$ cat src/rtl/param_cpu_pkg.sv
// Shared constants for the parametrised operand-register CPU slice.
// Op-code values and FSM state encoding used by the core and its ALU.
// No logic; import with param_cpu_pkg::*.
package param_cpu_pkg;

    localparam logic [3:0] OP_ADD = 4'h0;
    localparam logic [3:0] OP_ADC = 4'h1;
    localparam logic [3:0] OP_SUB = 4'h2;
    localparam logic [3:0] OP_SBC = 4'h3;
    localparam logic [3:0] OP_AND = 4'h4;
    localparam logic [3:0] OP_OR  = 4'h5;
    localparam logic [3:0] OP_XOR = 4'h6;
    localparam logic [3:0] OP_NOT = 4'h7;
    localparam logic [3:0] OP_SHL = 4'h8;
    localparam logic [3:0] OP_SHR = 4'h9;
    localparam logic [3:0] OP_ROL = 4'hA;
    localparam logic [3:0] OP_ROR = 4'hB;
    localparam logic [3:0] OP_MOV = 4'hC;
    localparam logic [3:0] OP_INC = 4'hD;
    localparam logic [3:0] OP_DEC = 4'hE;
    localparam logic [3:0] OP_CMP = 4'hF;

    localparam logic [1:0] IDLE = 2'b00;
    localparam logic [1:0] EXEC = 2'b01;
    localparam logic [1:0] WB   = 2'b10;

endpackage

$ cat src/rtl/param_cpu_alu.sv
// Combinational 16-op ALU for the CPU slice.
// Latency: zero (pure combinational), no handshake.
// Every subtract-like op shares a single (DATA_W+1)-bit adder.
module param_cpu_alu
    import param_cpu_pkg::*;
#(
    parameter int DATA_W = 8
) (
    input  logic [DATA_W-1:0] a,
    input  logic [DATA_W-1:0] b,
    input  logic [3:0]        op,
    input  logic              cin,
    input  logic              carry_flag,
    output logic [DATA_W-1:0] result,
    output logic              carry_out,
    output logic              wr_en,
    output logic              carry_upd
);

    logic [DATA_W-1:0] add_b;
    logic              add_c;
    logic [DATA_W:0]   sum;

    // Adder operand selection: subtraction is A + ~B + carry-in, DEC adds all-ones
    always_comb begin
        add_b = b;
        add_c = 1'b0;
        case (op)
            OP_ADC:         add_c = cin;
            OP_SUB, OP_CMP: begin add_b = ~b; add_c = 1'b1; end
            OP_SBC:         begin add_b = ~b; add_c = cin;  end
            OP_INC:         begin add_b = '0; add_c = 1'b1; end
            OP_DEC:         begin add_b = '1; add_c = 1'b0; end
            default:        ;
        endcase
    end

    assign sum = {1'b0, a} + {1'b0, add_b} + {{DATA_W{1'b0}}, add_c};

    // Result/carry mux; logic ops and MOV leave the carry flag alone
    always_comb begin
        result    = sum[DATA_W-1:0];
        carry_out = sum[DATA_W];
        carry_upd = 1'b1;
        wr_en     = (op != OP_CMP);
        case (op)
            OP_AND: begin result = a & b; carry_upd = 1'b0; end
            OP_OR:  begin result = a | b; carry_upd = 1'b0; end
            OP_XOR: begin result = a ^ b; carry_upd = 1'b0; end
            OP_NOT: begin result = ~a;    carry_upd = 1'b0; end
            OP_MOV: begin result = b;     carry_upd = 1'b0; end
            OP_SHL: begin result = {a[DATA_W-2:0], 1'b0};       carry_out = a[DATA_W-1]; end
            OP_SHR: begin result = {1'b0, a[DATA_W-1:1]};       carry_out = a[0];        end
            OP_ROL: begin result = {a[DATA_W-2:0], carry_flag}; carry_out = a[DATA_W-1]; end
            OP_ROR: begin result = {carry_flag, a[DATA_W-1:1]}; carry_out = a[0];        end
            default: ;
        endcase
    end

endmodule

$ cat src/rtl/param_cpu_core.sv
// Register-file CPU slice: loads in one cycle, ALU ops in IDLE->EXEC->WB.
// Latency: done 2 cycles after accept; next accept 3 cycles after the previous.
// Backpressure: cmd_ready only in IDLE; commands held by the master until accepted.
// Optional debug read port: define PARAM_CPU_CORE_DBG_RDPORT_EN.
module param_cpu_core
    import param_cpu_pkg::*;
#(
    parameter int  DATA_W = 8,
    parameter int  REG_N  = 8,
    localparam int SEL_W  = $clog2(REG_N)
) (
    input  logic              clk,
    input  logic              rst,
    input  logic              cmd_valid,
    output logic              cmd_ready,
    input  logic              cmd_load,
    input  logic [SEL_W-1:0]  cmd_sel,
    input  logic [3:0]        cmd_op,
    input  logic              cmd_cin,
    input  logic [DATA_W-1:0] data_in,
`ifdef PARAM_CPU_CORE_DBG_RDPORT_EN
    input  logic [SEL_W-1:0]  dbg_sel,
    output logic [DATA_W-1:0] dbg_data,
`endif
    output logic [DATA_W-1:0] data_out,
    output logic              carry_flag,
    output logic              zero_flag,
    output logic              busy,
    output logic              done
);

    logic [1:0]        state;
    logic [DATA_W-1:0] regs [REG_N];
    logic [DATA_W-1:0] a_q;
    logic [DATA_W-1:0] b_q;
    logic [3:0]        op_q;
    logic              cin_q;

    logic [DATA_W-1:0] alu_result;
    logic              alu_carry;
    logic              alu_wr_en;
    logic              alu_carry_upd;
    logic              accept;

    assign cmd_ready = (state == IDLE);
    assign accept    = cmd_valid & cmd_ready;
    assign busy      = (state == EXEC) || (state == WB);
    assign done      = (state == WB);
    assign data_out  = regs[0];

`ifdef PARAM_CPU_CORE_DBG_RDPORT_EN
    assign dbg_data = regs[dbg_sel];
`endif

    param_cpu_alu #(.DATA_W(DATA_W)) u_alu (
        .a          (a_q),
        .b          (b_q),
        .op         (op_q),
        .cin        (cin_q),
        .carry_flag (carry_flag),
        .result     (alu_result),
        .carry_out  (alu_carry),
        .wr_en      (alu_wr_en),
        .carry_upd  (alu_carry_upd)
    );

    // FSM, register file, operand latches and flags; reset aborts any op in flight
    always_ff @(posedge clk or posedge rst) begin
        if (rst) begin
            state      <= IDLE;
            a_q        <= '0;
            b_q        <= '0;
            op_q       <= '0;
            cin_q      <= 1'b0;
            carry_flag <= 1'b0;
            zero_flag  <= 1'b0;
            for (int i = 0; i < REG_N; i++) begin
                regs[i] <= '0;
            end
        end else begin
            case (state)
                IDLE: begin
                    if (accept) begin
                        if (cmd_load) begin
                            regs[cmd_sel] <= data_in;
                        end else begin
                            a_q   <= regs[0];
                            b_q   <= regs[cmd_sel];
                            op_q  <= cmd_op;
                            cin_q <= cmd_cin;
                            state <= EXEC;
                        end
                    end
                end
                EXEC: begin
                    if (alu_wr_en) begin
                        regs[0] <= alu_result;
                    end
                    if (alu_carry_upd) begin
                        carry_flag <= alu_carry;
                    end
                    zero_flag <= (alu_result == '0);
                    state     <= WB;
                end
                WB:      state <= IDLE;
                default: state <= IDLE;
            endcase
        end
    end

endmodule
$ cat config.mk
export PLATFORM = sky130hd
export DESIGN_NAME = param_cpu_core
export DESIGN_NICKNAME = d
export VERILOG_FILES = /design/src/rtl/param_cpu_pkg.sv /design/src/rtl/param_cpu_alu.sv /design/src/rtl/param_cpu_core.sv
export SDC_FILE = /design/constraint.sdc
export NUM_CORES = 1
export LEC_CHECK = 0
export CORE_ASPECT_RATIO = 1.2
export CORE_MARGIN = 2
export CORE_UTILIZATION = 60
export DETAILED_ROUTE_END_ITERATION = 12
export GPL_ROUTABILITY_DRIVEN = 1
export PLACE_DENSITY = 0.87
export SYNTH_ARGS = -nofsm -noshare
export SYNTH_HDL_FRONTEND = slang
export SYNTH_HIERARCHICAL = 1
export SYNTH_SLANG_ARGS = --single-unit
$ cat constraint.sdc
create_clock -name clk -period 3.6 [get_ports clk]
set_clock_uncertainty 0.1 [all_clocks]
set_input_delay 0.72 -clock clk [delete_from_list [all_inputs] [get_ports clk]]
set_output_delay 0.72 -clock clk [all_outputs]
set_load 0.01 [all_outputs]
==> results.md <==
* Async S/R FF share, synth at 100%
* Vias per inst at 6.28
* Layout Cells excl Fill at 691
* CP Class: register to register
* Max VDD drop at 0.456 mV
* Post-placement cell area at 0.00604 mm²
* Share of the synthesized area in the top cell type at 39.3%
* First DRT Iteration DRCs at 300
* Worst-path maximum fanout at 26
* Final setup fails at 0
* Die W at 92.7 µm
* Hold Buf Count CTS at 0
* # fillers at 696
* Mapped Cells at 547
* Vias in the first global route at 4522
* H-tree Lvls at 3
* Largest net degree at the start of global routing at 47
* # DRC at 0
* Final nets at 616
* Router iterations before antenna repair at 5
* First-pass GRT wire length at 22800 µm
* Hold path depth at 1
* Worst-path clk slew at 80 ps
* Post-Route Utilization at 68.6%
* Initial Utilization at 62.1%
* Storage cell area at 0.00223 mm²
* ANT nets after route at 0
* Full die area at 0.0102 mm²
* CTS Sinks at 89
* Grt total ovfl at 0
* I/O Pins at 33
* Cell chosen for the clock root: clkbuf_8
* Dpl cells at 675
* Final min period at 3320 ps
* DR WL/cell at 20.0 µm
* Post_cts resized at 0
* Seq/Total Area, Yosys at 39.3%
* Worst slew pin tran at 780 ps
* Area Growth Syn to Fin at 10.5%
* Post-DP HPWL at 10100 µm
* Core ar. at 0.00913 mm²
* TritonCTS Buffers at 9
* Commonest cells post-synth: dfrtp_1, mux2_2, nor2_1
* Layout cells sized above 1 at 20.5%
* Post-Syn Area at 0.00567 mm²
* M1 WL at 5470 µm
* Most common cell on crit path: o21ai_0
* TNS Setup at 0 ps
* Post-Syn Nets at 597
* Crit share post-route at 92.2%
* Reg2reg path depth at 13
* Worst path cell trace: buf_4 -> o21ai_0 -> a21oi_1 -> fa_1 -> fa_1 -> a211oi_1 -> o21bai_1 -> a21o_1 -> xnor2_1 -> o21ai_0 -> nor4_1 -> nand3_1 -> o21ai_0
* Critical Path RT at 3790 ps
* Synth unique cells at 55
* Power per Cell Area at 978 mW/mm²
* Unrepaired setup endpoints after global routing: no
* Status: finished, final reports clean
* Most common cell in the netlist: dfrtp_1
* Max Cap Viol at 0
* Initial antenna violation count at 0
* Synth Flop Type: dfrtp_1
* Slowest-stage cell, CP: fa_1
* CP startpoint kind: register
* Total number of vias at 4342
* CP Capture Type: register
* Arrival @ worst endpoint at 3510 ps
* Final Max Tran Viols at 0
* Placer Congestion at 0.907
* Top cells by area, synth: dfrtp_1, mux2_2, ha_1, mux2i_1, o21ai_0
* Finished Cell Area at 0.00626 mm²
* Leak at 2.77 nW
* Total Wirelength at 13800 µm
* Number of flops mapped to enable cells by yosys at 0
* Met3 wire len at 706 µm
* Synth Register Bits at 89
* Worst Hold Class: register to register
* Max-slew headroom at 47.9%
* Met2 wire len at 7100 µm
* Clk buf depth at 2
* Worst-Skew Late Latency at 380 ps
* Postcts setup bufs at 0
* Total GRT Usage at 28.2%
* Final hold violations at 0
* Largest stage delay on the critical path at 450 ps
* Total number of yosys warnings at 6
* IO Port Bufs at 32
* Uppermost routed layer: met4
* Dominant cell type by area after synthesis: dfrtp_1
* TritonCTS clock tree: yes
* Rows at 38
* Worst setup margin at 280 ps
* Peak Freq at 301 MHz
* Mean post-synth cell area at 10.4 µm²
* Number of diodes at 0
* Chip height at 110 µm
* Multi-input gate area at 0.00313 mm²
* Pre-CTS setup slack at 316 ps
[worst max-delay path, delay by kind of cell, from the launching register on]
kind | cells | cell delay (ps)
AO/OA/AOI/OAI | 7 | 1050
adder cells (fa/ha/maj) | 2 | 890
flip-flops | 1 | 430
AND/OR/NAND/NOR | 2 | 400
buffers and inverters | 1 | 230
XOR/XNOR | 1 | 130
[cell families (layout without fill, tap and decap cells)]
kind of cell,after synthesis,count (layout),synth area share (%)
flops,89,89,39.3
fa+ha+maj,30,30,6.89
xor+xnor,6,6,0.927
buf+inv,63,87,5.61
mux,108,108,21.3
compound gates,130,130,15.1
simple gates,121,121,10.8
[layer usage]
metal  vias up  track usage (%)
met2       144             48.5
met5         -                0
met1      2141             34.4
li1       2014                -
met4         0             11.8
met3        43             5.80
[cell type report]
cell class | count | area share (%)
sequential | 89 | 35.6
tap | 120 | 2.40
timing repair buffer | 47 | 7.11
multi-input combinational | 395 | 49.9
inverter | 24 | 1.46
clock buffer | 12 | 2.32
clock inverter | 4 | 1.22
[state kept, by name (all words and copies together), names as in the netlist]
| register | cells |
|---|---|
| state | 2 |
| zero_flag | 1 |
| b_q | 8 |
| regs | 56 |
| op_q | 4 |
| carry_flag | 1 |
| cin_q | 1 |
| a_q | 8 |
| data_out | 8 |
[cell usage in the layout, fill, tap and decap left out, types with 3 or more instances in the layout]
master / count
nor2_2: 5
o211ai_1: 3
nand3b_1: 6
nand2b_1: 7
nor3_4: 3
clkbuf_8: 10
o21ai_0: 32
a21o_1: 6
nor2b_1: 7
a31oi_1: 16
buf_4: 14
a21oi_1: 21
nand2_1: 35
a22oi_1: 10
nor2_1: 37
o22ai_1: 8
nand3_1: 9
dfrtp_1: 88
a211oi_1: 4
xnor2_1: 4
o2bb2ai_1: 4
inv_1: 23
ha_1: 28
mux4_2: 3
clkdlybuf4s50_1: 32
mux2i_1: 34
mux2_2: 71
o221ai_1: 4
[report_power, final]
part | total, mW | switching, mW | internal (mW)
registers | 2.01 | 0.518 | 1.49
logic | 3.36 | 1.76 | 1.60
clock network | 0.761 | 0.349 | 0.411
total | 6.12 | 2.62 | 3.50
[metrics by stage]
| stage | hold WS (ps) | total power [mW] |
|---|---|---|
| CTS | 410 | 6.09 |
| global placement | 383 | 5.21 |
| global route | 428 | 6.55 |
| finish | 410 | 6.12 |
| floorplan | 372 | 4.42 |
| detailed placement | 391 | 5.32 |
[final timing paths]
path	start	end	slack, ps
worst min-delay path	regs[9]	regs[9]	410
worst min register to register	regs[9]	regs[9]	410
worst max-delay path	op_q[2]	zero_flag	280
worst max register to register	op_q[2]	zero_flag	280
min in group asynchronous	rst	regs[33]	680
max in group asynchronous	rst	regs[52]	2030
(Power assumes the default switching activity.)
